[config.mk]
export PLATFORM = sky130hd
export DESIGN_NAME = qspi_phy_os
export DESIGN_NICKNAME = d
export VERILOG_FILES = /design/src/rtl/qspi_phy_os.sv
export SDC_FILE = /design/constraint.sdc
export NUM_CORES = 1
export LEC_CHECK = 0
export CAP_MARGIN = 20
export CORE_AREA = 4 4 153 155
export CTS_CLUSTER_SIZE = 16
export DETAILED_ROUTE_END_ITERATION = 8
export DIE_AREA = 0 0 157 159
export GPL_TIMING_DRIVEN = 0
export HOLD_SLACK_MARGIN = 0.03
export MAX_ROUTING_LAYER = met4
export PLACE_DENSITY = 0.62
export SLEW_MARGIN = 0
export SYNTH_ARGS = -nofsm -noshare
export SYNTH_HDL_FRONTEND = slang
export SYNTH_SLANG_ARGS = --single-unit
[constraint.sdc]
create_clock -name clk_i -period 5.88 [get_ports clk_i]
set_input_delay 0.588 -clock clk_i [delete_from_list [all_inputs] [get_ports clk_i]]
set_output_delay 0.588 -clock clk_i [all_outputs]
set_load 0.005 [all_outputs]
[src/rtl/qspi_phy_os.sv]
// ============================================================================
//  Module      : qspi_phy_os
//  Description : Oversampled QSPI target-side PHY. Synchronises SCK, CE# and
//                IO[3:0] into clk_i, detects SCK edges, and shifts a 1-lane
//                command phase followed by any number of 4-lane receive or
//                transmit phases sized by the controller on the txn* port.
//  Revision    : 1.0 - initial release
// ----------------------------------------------------------------------------
//  Ports
//    clk_i       local clock, at least 8x the SCK frequency
//    reset_i     synchronous active-high reset
//    sck_i       SPI clock pin (mode 0)
//    ce_n_i      chip enable pin, active low
//    io_i        IO pin inputs (IO0 = MOSI in 1-lane mode)
//    io_o        IO pin output values
//    io_oe_o     IO output enables, active high
//    txnbc_i     SCK cycles in the current quad phase
//    txndir_i    0 = receive, 1 = transmit
//    txndata_i   word to transmit (right-justified)
//    txndata_o   received word, right-justified
//    txndone_o   one-cycle pulse when a phase completes
//    txnreset_o  one-cycle pulse on CE# deassertion
// ============================================================================
`default_nettype none

module qspi_phy_os #(
    parameter int IOREG_BITS       = 32,
    parameter int CYCLE_COUNT_BITS = 8,
    parameter int CMD_CYCLES       = 8,
    parameter int SYNC_STAGES      = 2
) (
    input  logic                        clk_i,
    input  logic                        reset_i,
    input  logic                        sck_i,
    input  logic                        ce_n_i,
    input  logic [3:0]                  io_i,
    output logic [3:0]                  io_o,
    output logic [3:0]                  io_oe_o,
    input  logic [CYCLE_COUNT_BITS-1:0] txnbc_i,
    input  logic                        txndir_i,
    input  logic [IOREG_BITS-1:0]       txndata_i,
    output logic [IOREG_BITS-1:0]       txndata_o,
    output logic                        txndone_o,
    output logic                        txnreset_o
);

    typedef enum logic [1:0] {
        ST_IDLE = 2'd0,
        ST_CMD  = 2'd1,
        ST_QUAD = 2'd2
    } state_t;

    localparam logic [CYCLE_COUNT_BITS-1:0] CMD_CNT   = CYCLE_COUNT_BITS'(CMD_CYCLES);
    localparam logic [CYCLE_COUNT_BITS-1:0] CNT_ONE   = CYCLE_COUNT_BITS'(1);
    localparam logic [CYCLE_COUNT_BITS+1:0] IOREG_W   = (CYCLE_COUNT_BITS+2)'(IOREG_BITS);

    // ------------------------------------------------------------------
    // Synchronisers and edge detection
    // ------------------------------------------------------------------
    logic [SYNC_STAGES-1:0] sck_sync_q;
    logic [SYNC_STAGES-1:0] ce_sync_q;
    logic [3:0]             io_sync_q [SYNC_STAGES];
    logic                   sck_dly_q;
    logic                   ce_dly_q;

    always_ff @(posedge clk_i) begin
        if (reset_i) begin
            sck_sync_q <= '0;
            ce_sync_q  <= '1;
            sck_dly_q  <= 1'b0;
            ce_dly_q   <= 1'b1;
            for (int i = 0; i < SYNC_STAGES; i++) begin
                io_sync_q[i] <= 4'h0;
            end
        end else begin
            sck_sync_q[0] <= sck_i;
            ce_sync_q[0]  <= ce_n_i;
            io_sync_q[0]  <= io_i;
            for (int i = 1; i < SYNC_STAGES; i++) begin
                sck_sync_q[i] <= sck_sync_q[i-1];
                ce_sync_q[i]  <= ce_sync_q[i-1];
                io_sync_q[i]  <= io_sync_q[i-1];
            end
            sck_dly_q <= sck_sync_q[SYNC_STAGES-1];
            ce_dly_q  <= ce_sync_q[SYNC_STAGES-1];
        end
    end

    logic       sck_s;
    logic       ce_s;
    logic [3:0] io_s;
    logic       sck_rise;
    logic       sck_fall;
    logic       ce_rise;

    assign sck_s    = sck_sync_q[SYNC_STAGES-1];
    assign ce_s     = ce_sync_q[SYNC_STAGES-1];
    assign io_s     = io_sync_q[SYNC_STAGES-1];
    assign sck_rise = sck_s & ~sck_dly_q;
    assign sck_fall = ~sck_s & sck_dly_q;
    assign ce_rise  = ce_s & ~ce_dly_q;

    // ------------------------------------------------------------------
    // Phase datapath
    // ------------------------------------------------------------------
    state_t                      state_q;
    logic [CYCLE_COUNT_BITS-1:0] cnt_q;
    logic [CYCLE_COUNT_BITS-1:0] bc_q;
    logic                        dir_q;
    logic                        cap_q;
    logic [IOREG_BITS-1:0]       rx_q;
    logic [IOREG_BITS-1:0]       tx_q;
    logic [3:0]                  io_q;
    logic [3:0]                  io_oe_q;
    logic [IOREG_BITS-1:0]       txndata_q;
    logic                        txndone_q;
    logic                        txnreset_q;

    logic [CYCLE_COUNT_BITS-1:0] bc_eff;
    logic                        dir_eff;
    logic [CYCLE_COUNT_BITS-1:0] cnt_d;
    logic [IOREG_BITS-1:0]       rx1_d;
    logic [IOREG_BITS-1:0]       rx4_d;
    logic [CYCLE_COUNT_BITS+1:0] bc4;
    logic [CYCLE_COUNT_BITS+1:0] shamt;
    logic [IOREG_BITS-1:0]       tx_load_d;
    logic [IOREG_BITS-1:0]       tx_shift_d;
    logic                        quad_last;

    // Until the first SCK fall of a phase has latched the phase setup, the
    // live controller inputs apply (a receive phase may begin on a rise).
    assign bc_eff  = cap_q ? bc_q  : txnbc_i;
    assign dir_eff = cap_q ? dir_q : txndir_i;

    // Saturating increment: an illegal zero-length phase parks the counter.
    assign cnt_d = (&cnt_q) ? cnt_q : cnt_q + CNT_ONE;

    assign rx1_d = {rx_q[IOREG_BITS-2:0], io_s[0]};
    assign rx4_d = {rx_q[IOREG_BITS-5:0], io_s};

    // Left-justify the transmit word so its first nibble sits at the top.
    // Phases longer than the register simply send the word unshifted.
    assign bc4        = {txnbc_i, 2'b00};
    assign shamt      = (bc4 >= IOREG_W) ? '0 : (IOREG_W - bc4);
    assign tx_load_d  = txndata_i << shamt;
    assign tx_shift_d = {tx_q[IOREG_BITS-5:0], 4'h0};

    assign quad_last = (bc_eff != '0) && (cnt_d == bc_eff);

    always_ff @(posedge clk_i) begin
        if (reset_i) begin
            state_q    <= ST_IDLE;
            cnt_q      <= '0;
            bc_q       <= '0;
            dir_q      <= 1'b0;
            cap_q      <= 1'b0;
            rx_q       <= '0;
            tx_q       <= '0;
            io_q       <= 4'h0;
            io_oe_q    <= 4'h0;
            txndata_q  <= '0;
            txndone_q  <= 1'b0;
            txnreset_q <= 1'b0;
        end else begin
            txndone_q  <= 1'b0;
            txnreset_q <= 1'b0;

            // CE# deassertion aborts everything, including an SCK edge
            // detected in the same cycle.
            if (ce_rise) begin
                txnreset_q <= 1'b1;
                io_oe_q    <= 4'h0;
                cnt_q      <= '0;
                cap_q      <= 1'b0;
                state_q    <= ST_IDLE;
            end else begin
                case (state_q)
                    ST_IDLE: begin
                        io_oe_q <= 4'h0;
                        if (!ce_s) begin
                            cnt_q   <= '0;
                            rx_q    <= '0;
                            tx_q    <= '0;
                            cap_q   <= 1'b0;
                            state_q <= ST_CMD;
                        end
                    end

                    ST_CMD: begin
                        if (sck_rise) begin
                            if (cnt_d == CMD_CNT) begin
                                txndone_q <= 1'b1;
                                txndata_q <= rx1_d;
                                rx_q      <= '0;
                                cnt_q     <= '0;
                                cap_q     <= 1'b0;
                                state_q   <= ST_QUAD;
                            end else begin
                                rx_q  <= rx1_d;
                                cnt_q <= cnt_d;
                            end
                        end
                    end

                    ST_QUAD: begin
                        if (sck_rise) begin
                            if (quad_last) begin
                                txndone_q <= 1'b1;
                                txndata_q <= dir_eff ? rx_q : rx4_d;
                                rx_q      <= '0;
                                cnt_q     <= '0;
                                cap_q     <= 1'b0;
                                io_oe_q   <= 4'h0;
                            end else begin
                                if (!dir_eff) begin
                                    rx_q <= rx4_d;
                                end
                                cnt_q <= cnt_d;
                            end
                        end else if (sck_fall) begin
                            if (!cap_q && (cnt_q == '0)) begin
                                // First fall of the phase: latch its setup and,
                                // for transmit, present the first nibble.
                                cap_q <= 1'b1;
                                bc_q  <= txnbc_i;
                                dir_q <= txndir_i;
                                if (txndir_i) begin
                                    tx_q    <= tx_load_d;
                                    io_q    <= tx_load_d[IOREG_BITS-1 -: 4];
                                    io_oe_q <= 4'hF;
                                end
                            end else if (cap_q && dir_q) begin
                                tx_q <= tx_shift_d;
                                io_q <= tx_shift_d[IOREG_BITS-1 -: 4];
                            end
                        end
                    end

                    default: begin
                        state_q <= ST_IDLE;
                    end
                endcase
            end
        end
    end

    assign io_o       = io_q;
    assign io_oe_o    = io_oe_q;
    assign txndata_o  = txndata_q;
    assign txndone_o  = txndone_q;
    assign txnreset_o = txnreset_q;

endmodule

`default_nettype wire

==> impl_metrics.env, run 1 <==
export IMPL_starting_density_of_the_core_pct=34.7
export IMPL_num_vias=7422
export IMPL_number_of_vias_per_cell_after_detailed_routing=5.58
export IMPL_core_um2=21800
export IMPL_worstSetupPathType="reg2reg"
export IMPL_grtUsageTotal_pct=18.8
export IMPL_main_synth_ff_type="dfxtp_1"
export IMPL_drt_first_pass_iters=5
export IMPL_setup_violations=0
export IMPL_antenna_found_initial=0
export IMPL_post_cts_setup_driven_buffer_insertion_count=0
export IMPL_cts_max_path_buffers=2
export IMPL_timing_hold_worst_class="reg2reg"
export IMPL_netlist_area_leader_share_pct=35.1
export IMPL_achievable_frequency_mhz=281
export IMPL_post_dp_hpwl_um=16700
export IMPL_syn_avg_cell_area_um2=8.16
export IMPL_place_gp_congestion=0.909
export IMPL_timing_max_slew_rel_slack_pct=25.9
export IMPL_cts_max_level=4
export IMPL_wl_um=22800
export IMPL_cts_made_buffers=17
export IMPL_ys_async_sr_fraction_pct=0
export IMPL_fin_hold_ws_ns=0.411
export IMPL_synth_ff_latch_count=133
export IMPL_rsz0062_at_grt="false"
export IMPL_power_per_cell_area_nw_per_um2=279
export IMPL_run_status="finished, final reports clean"
export IMPL_maxSlewViolCount=0
export IMPL_top_cells_by_area_in_the_synthesized_netlist="dfxtp_1 (35%), mux2i_1 (7.7%), o21ai_0 (5.5%)"
export IMPL_filler_cell_count=2226
export IMPL_synthDistinctLibCells=64
export IMPL_final_antenna_net_count=0
export IMPL_drc_errors=0
export IMPL_total_count_of_hold_check_failures_in_the_final_report=0
export IMPL_synthCells=929
export IMPL_clk_latency_ns=0.42
export IMPL_post_cts_resize_count=0
export IMPL_die_height_um=159
export IMPL_num_antenna_cells=0
export IMPL_number_of_global_route_vias_before_repair=7034
export IMPL_clock_transition_at_the_register_clock_pins_on_the_worst_setup_and_hold_paths_after_cts_ns=0.06
export IMPL_yosys_warnings=0
export IMPL_period_minus_slack_ns=3.56
export IMPL_fin_worst_skew_ns=0.0114
export IMPL_post_drt_wl_per_cell_um=17.1
export IMPL_largest_net_degree_at_the_start_of_global_routing=17
export IMPL_critPathCaptureType="register"
export IMPL_dp_worst_setup_slack_ns=1.89
export IMPL_worstPathArrival_ns=3.90
export IMPL_detailedRoute_firstIterationViolations=522
export IMPL_period_share_pct=60.5
export IMPL_grt_overflow=0
export IMPL_final_net_count=1096
export IMPL_number_of_cells_on_the_worst_reg_to_reg_path=10
export IMPL_die_width_um=157
export IMPL_ios=91
export IMPL_critPathLaunchType="register"
export IMPL_yosysSeqAreaShare_pct=35.1
export IMPL_root_buffer="clkbuf_16"
export IMPL_layout_common_cells="dfxtp_1 (133), nand2_1 (106), clkdlybuf4s50_1 (90)"
export IMPL_tightest_slew_ns=1.11
export IMPL_path_max_fanout=10
export IMPL_grt_first_pass_wirelength_um=37400
export IMPL_design_die_area_um2=25000
export IMPL_layout_drive_gt1_share_pct=8.28
export IMPL_post_cts_hold_buffer_count=0
export IMPL_place_port_buffers=90
export IMPL_report_power_total_w=0.00263
export IMPL_setup_tns_ns=0
export IMPL_synth_net_count=987
export IMPL_synth_enable_flop_cells=0
export IMPL_critPathRequiredTime_ns=6.22
export IMPL_area_growth_synth_to_final_pct=24.3
export IMPL_vdd_ir_drop_worst_v=0.000156
export IMPL_cts_num_sinks=133
export IMPL_cap_viol_max_count=0
export IMPL_netlist_area_um2=7580
export IMPL_final_common_cell="dfxtp_1"
export IMPL_p_leak_nw=3.29
export IMPL_row_count=54
export IMPL_setup_ws_ns=2.32
export IMPL_hold_path_depth=1
export IMPL_synthDominantAreaCellType="dfxtp_1"
export IMPL_cts_tree="built"
-- path summary, 6_finish.rpt --
path / from / end / slack, ns
max: cnt_q[0] / tx_q[6] / 2.32
min: ce_sync_q[0] / ce_sync_q[1] / 0.41
max reg2reg: cnt_q[0] / tx_q[6] / 2.32
min reg2reg: ce_sync_q[0] / ce_sync_q[1] / 0.41
-- cell type report --
type / instances / area [µm²] / area share [%]
Buffer: 77 / 349 / 3.70
Sequential cell: 133 / 2660 / 28.3
Clock inverter: 13 / 148 / 1.57
Multi-Input combinational cell: 701 / 4500 / 47.8
Inverter: 18 / 67.6 / 0.717
Clock buffer: 19 / 443 / 4.70
Timing Repair Buffer: 90 / 901 / 9.56
Tap cell: 280 / 350 / 3.72
-- state kept, by name (all words and copies together), names as in the netlist --
| register | flops |
|---|---|
| sck_dly_q | 1 |
| ce_dly_q | 1 |
| txndata_o | 32 |
| tx_q | 28 |
| bc_q | 8 |
| dir_q | 1 |
| sck_sync_q | 2 |
| rx_q | 32 |
| txnreset_o | 1 |
| cap_q | 1 |
| ce_sync_q | 2 |
| cnt_q | 8 |
| io_sync_q | 8 |
| io_o | 4 |
| state_q | 2 |
| io_oe_o | 1 |
| txndone_o | 1 |
-- kinds of logic (layout without fill, tap and decap cells) --
logic type,count (synthesis),after routing,share of synthesized area [%]
fa+ha+maj,9,9,1.49
simple gates,349,349,23.5
flops,133,133,35.1
buf+inv,95,217,5.49
mux,73,73,11.1
compound gates,260,260,22.2
xor+xnor,10,10,1.16
-- report_power, final --
group | switching (W) | total, W | internal [W]
clock | 0.000429 | 0.00107 | 0.000641
combinational | 0.000343 | 0.000543 | 0.000200
sequential | 0.0000404 | 0.00102 | 0.000976
-- critical path, cell delays in order (launching register included) --
cell       delay (ns)
dfxtp_1          0.32
buf_2            0.18
inv_1            0.12
ha_1             0.15
nor4b_1          0.52
nand2_1          0.41
a2111oi_2        1.02
nand2_1          0.28
a21oi_1          0.24
a211oi_1         0.09
nor3_1           0.15
-- metal layers --
metal | track usage, % | wire [µm] | vias up
met2 | 28.3 | 10400 | 246
met4 | 5.44 | 359 | 0
li1 | - | - | 3627
met5 | - | 0 | -
met3 | 3.21 | 1290 | 28
met1 | 26.0 | 10800 | 3521
-- per-stage QoR --
| stage | utilization (%) | cells | cell area (µm²) |
|---|---|---|---|
| global placement | 40.5 | 1299 | 8830 |
| global route | 43.2 | 1331 | 9420 |
| detailed placement | 40.5 | 1299 | 8830 |
| finish | 43.2 | 1331 | 9420 |
| CTS | 43.2 | 1331 | 9420 |
| floorplan | - | 929 | 7580 |
-- cell usage after synthesis (8+ instances only) --
| cell type | number |
|---|---|
| a211oi_1 | 24 |
| a21o_1 | 8 |
| a21oi_1 | 34 |
| a22oi_1 | 35 |
| a31oi_1 | 9 |
| and3_1 | 8 |
| buf_2 | 9 |
| clkbuf_1 | 52 |
| dfxtp_1 | 133 |
| ha_1 | 9 |
| inv_1 | 17 |
| mux2i_1 | 58 |
| mux4_2 | 8 |
| nand2_1 | 106 |
| nand2b_1 | 33 |
| nand3_1 | 30 |
| nor2_1 | 67 |
| nor2b_1 | 11 |
| nor3_1 | 22 |
| o21ai_0 | 84 |
| o21ai_1 | 14 |
| or2_2 | 8 |
| or4_1 | 31 |
No activity file was read; power rests on OpenSTA's default activity.
==> inputs of run 2 (changes only) <==
==> constraint.sdc (replaced) <==
create_clock -name clk_i -period 3.4 [get_ports clk_i]
set_input_delay 0.34 -clock clk_i [delete_from_list [all_inputs] [get_ports clk_i]]
set_output_delay 0.34 -clock clk_i [all_outputs]
set_load 0.005 [all_outputs]
==> run 2 against run 1 <==
Sequential power grew 73%. Final cell count is the same. Total power grew 73%. Highest routed layer unchanged. Sequential cell count is the same. First-iteration DRC count grew 3.8%. Worst hold slack lost 0.0019 ns. Sequential share of layout area shrank 0.21 points. Count of clock-buffer cells in the layout is the same. Core utilization grew 0.36 points.
==> impl_metrics.env, run 2 (same netlist as run 1, synthesis figures left out) <==
export IMPL_run_status="finished, final reports clean"
export IMPL_grt_first_pass_wirelength_um=37500
export IMPL_critPathRequiredTime_ns=3.74
export IMPL_core_um2=21800
export IMPL_wl_um=22900
export IMPL_place_port_buffers=90
export IMPL_row_count=54
export IMPL_grt_overflow=0
export IMPL_cts_made_buffers=17
export IMPL_antenna_found_initial=0
export IMPL_clock_transition_at_the_register_clock_pins_on_the_worst_setup_and_hold_paths_after_cts_ns=0.06
export IMPL_final_antenna_net_count=0
export IMPL_p_leak_nw=3.31
export IMPL_setup_ws_ns=0.140
export IMPL_fin_cells=1331
export IMPL_filler_cell_count=2216
export IMPL_num_antenna_cells=0
export IMPL_power_per_cell_area_nw_per_um2=479
export IMPL_critPathLaunchType="register"
export IMPL_drt_first_pass_iters=5
export IMPL_die_width_um=157
export IMPL_finish_instance_area_um2=9500
export IMPL_starting_density_of_the_core_pct=34.7
export IMPL_detailedRoute_firstIterationViolations=542
export IMPL_num_vias=7409
export IMPL_start_point_of_the_worst_min_delay_path="ce_sync_q[0]"
export IMPL_period_minus_slack_ns=3.26
export IMPL_drc_errors=0
export IMPL_cap_viol_max_count=0
export IMPL_achievable_frequency_mhz=307
export IMPL_final_net_count=1096
export IMPL_cts_max_level=4
export IMPL_final_common_cell="dfxtp_1"
export IMPL_largest_net_degree_at_the_start_of_global_routing=17
export IMPL_cts_num_sinks=133
export IMPL_cts_max_path_buffers=2
export IMPL_rsz0062_at_grt="true"
export IMPL_total_count_of_hold_check_failures_in_the_final_report=0
export IMPL_die_height_um=159
export IMPL_worstPathArrival_ns=3.60
export IMPL_period_share_pct=95.9
export IMPL_vdd_ir_drop_worst_v=0.000270
export IMPL_dp_cells=1299
export IMPL_rr_startpoint="cnt_q[0]"
export IMPL_maxSlewViolCount=0
export IMPL_number_of_global_route_vias_before_repair=7044
export IMPL_cts_tree="built"
export IMPL_design_die_area_um2=25000
export IMPL_area_growth_synth_to_final_pct=25.3
export IMPL_post_drt_wl_per_cell_um=17.2
export IMPL_tightest_slew_ns=0.976
export IMPL_layout_common_cells="dfxtp_1 (131), nand2_1 (105), clkdlybuf4s50_1 (90)"
export IMPL_setup_violations=0
export IMPL_worstSetupPathType="reg2reg"
export IMPL_critPathCaptureType="register"
export IMPL_dp_worst_setup_slack_ns=-0.347
export IMPL_final_core_utilization_pct=43.5
export IMPL_worst_setup_path_startpoint="cnt_q[0]"
export IMPL_root_buffer="clkbuf_16"
export IMPL_ios=91
export IMPL_placedInstanceArea_um2=8830
export IMPL_fin_worst_skew_ns=0.0124
export IMPL_path_max_fanout=10
export IMPL_grtUsageTotal_pct=18.8
export IMPL_number_of_vias_per_cell_after_detailed_routing=5.57
export IMPL_post_dp_hpwl_um=16700
export IMPL_timing_hold_worst_class="reg2reg"
export IMPL_layout_drive_gt1_share_pct=9.42
export IMPL_timing_max_slew_rel_slack_pct=33.1
export IMPL_post_cts_setup_driven_buffer_insertion_count=0
export IMPL_clk_latency_ns=0.42
export IMPL_place_gp_congestion=0.909
-- run 2: cell count changes in the layout (fill, tap and decap cells not counted), moves of 2 or more --
cell	before	now
clkbuf_1	53	51
dfxtp_2	0	2
clkbuf_2	0	2
dfxtp_1	133	131
-- run 2: worst max-delay path: stages (launching register included) --
cell and delay, ns:
dfxtp_1 0.34, buf_2 0.21, nand2_1 0.18, or4_1 0.51, and3_1 0.23, nor4_4 0.33, a31oi_2 0.21, clkbuf_1 0.27
clkbuf_1 0.26, or4_1 0.54, o21ai_1 0.09
-- run 2: stage by stage --
stage | TNS (ns) | total power (W) | hold WS (ns)
final | 0 | 0.00455 | 0.409
after global routing | -0.0156 | 0.00478 | 0.428
after CTS | 0 | 0.00457 | 0.410
after detailed placement | -4.80 | 0.00272 | 0.395
after global placement | -5.70 | 0.00270 | 0.396
after floorplan | 0 | 0.00241 | 0.389
-- run 2: layout make-up --
type | instances | area (µm²) | area share (%)
Sequential cell | 133 | 2670 | 28.0
Buffer | 77 | 352 | 3.70
Clock buffer | 19 | 443 | 4.66
Tap cell | 280 | 350 | 3.69
Timing Repair Buffer | 90 | 901 | 9.48
Clock inverter | 13 | 148 | 1.55
Inverter | 18 | 67.6 | 0.711
Multi-Input combinational cell | 701 | 4580 | 48.2
-- run 2: repair_timing --
action | CTS | global route
hold buffers | 0 | 0
gates resized for setup | 3 | 12
endpoints found under the setup margin | 16 | 82
pin swaps | 0 | 1
-- run 2: path summary, 6_finish.rpt --
kind	endpoint	cells past startpoint	slack [ns]
max	txndata_o[5]	10	0.14
min	ce_sync_q[1]	1	0.41
min reg2reg	ce_sync_q[1]	1	0.41
max reg2reg	txndata_o[5]	10	0.14
-- run 2: per-layer routing --
metal	share of wire [%]	GRT usage, %	wire length [µm]
met3	5.5	3.21	1260
met4	1.5	5.44	333
met2	46	28.4	10600
met1	47	26.0	10800
met5	0	-	0
-- run 2: where the power goes --
part           leakage [nW]  switching [W]  internal, W
clock network         0.277       0.000741      0.00111
logic                  1.95       0.000597     0.000349
registers              1.08      0.0000695      0.00169
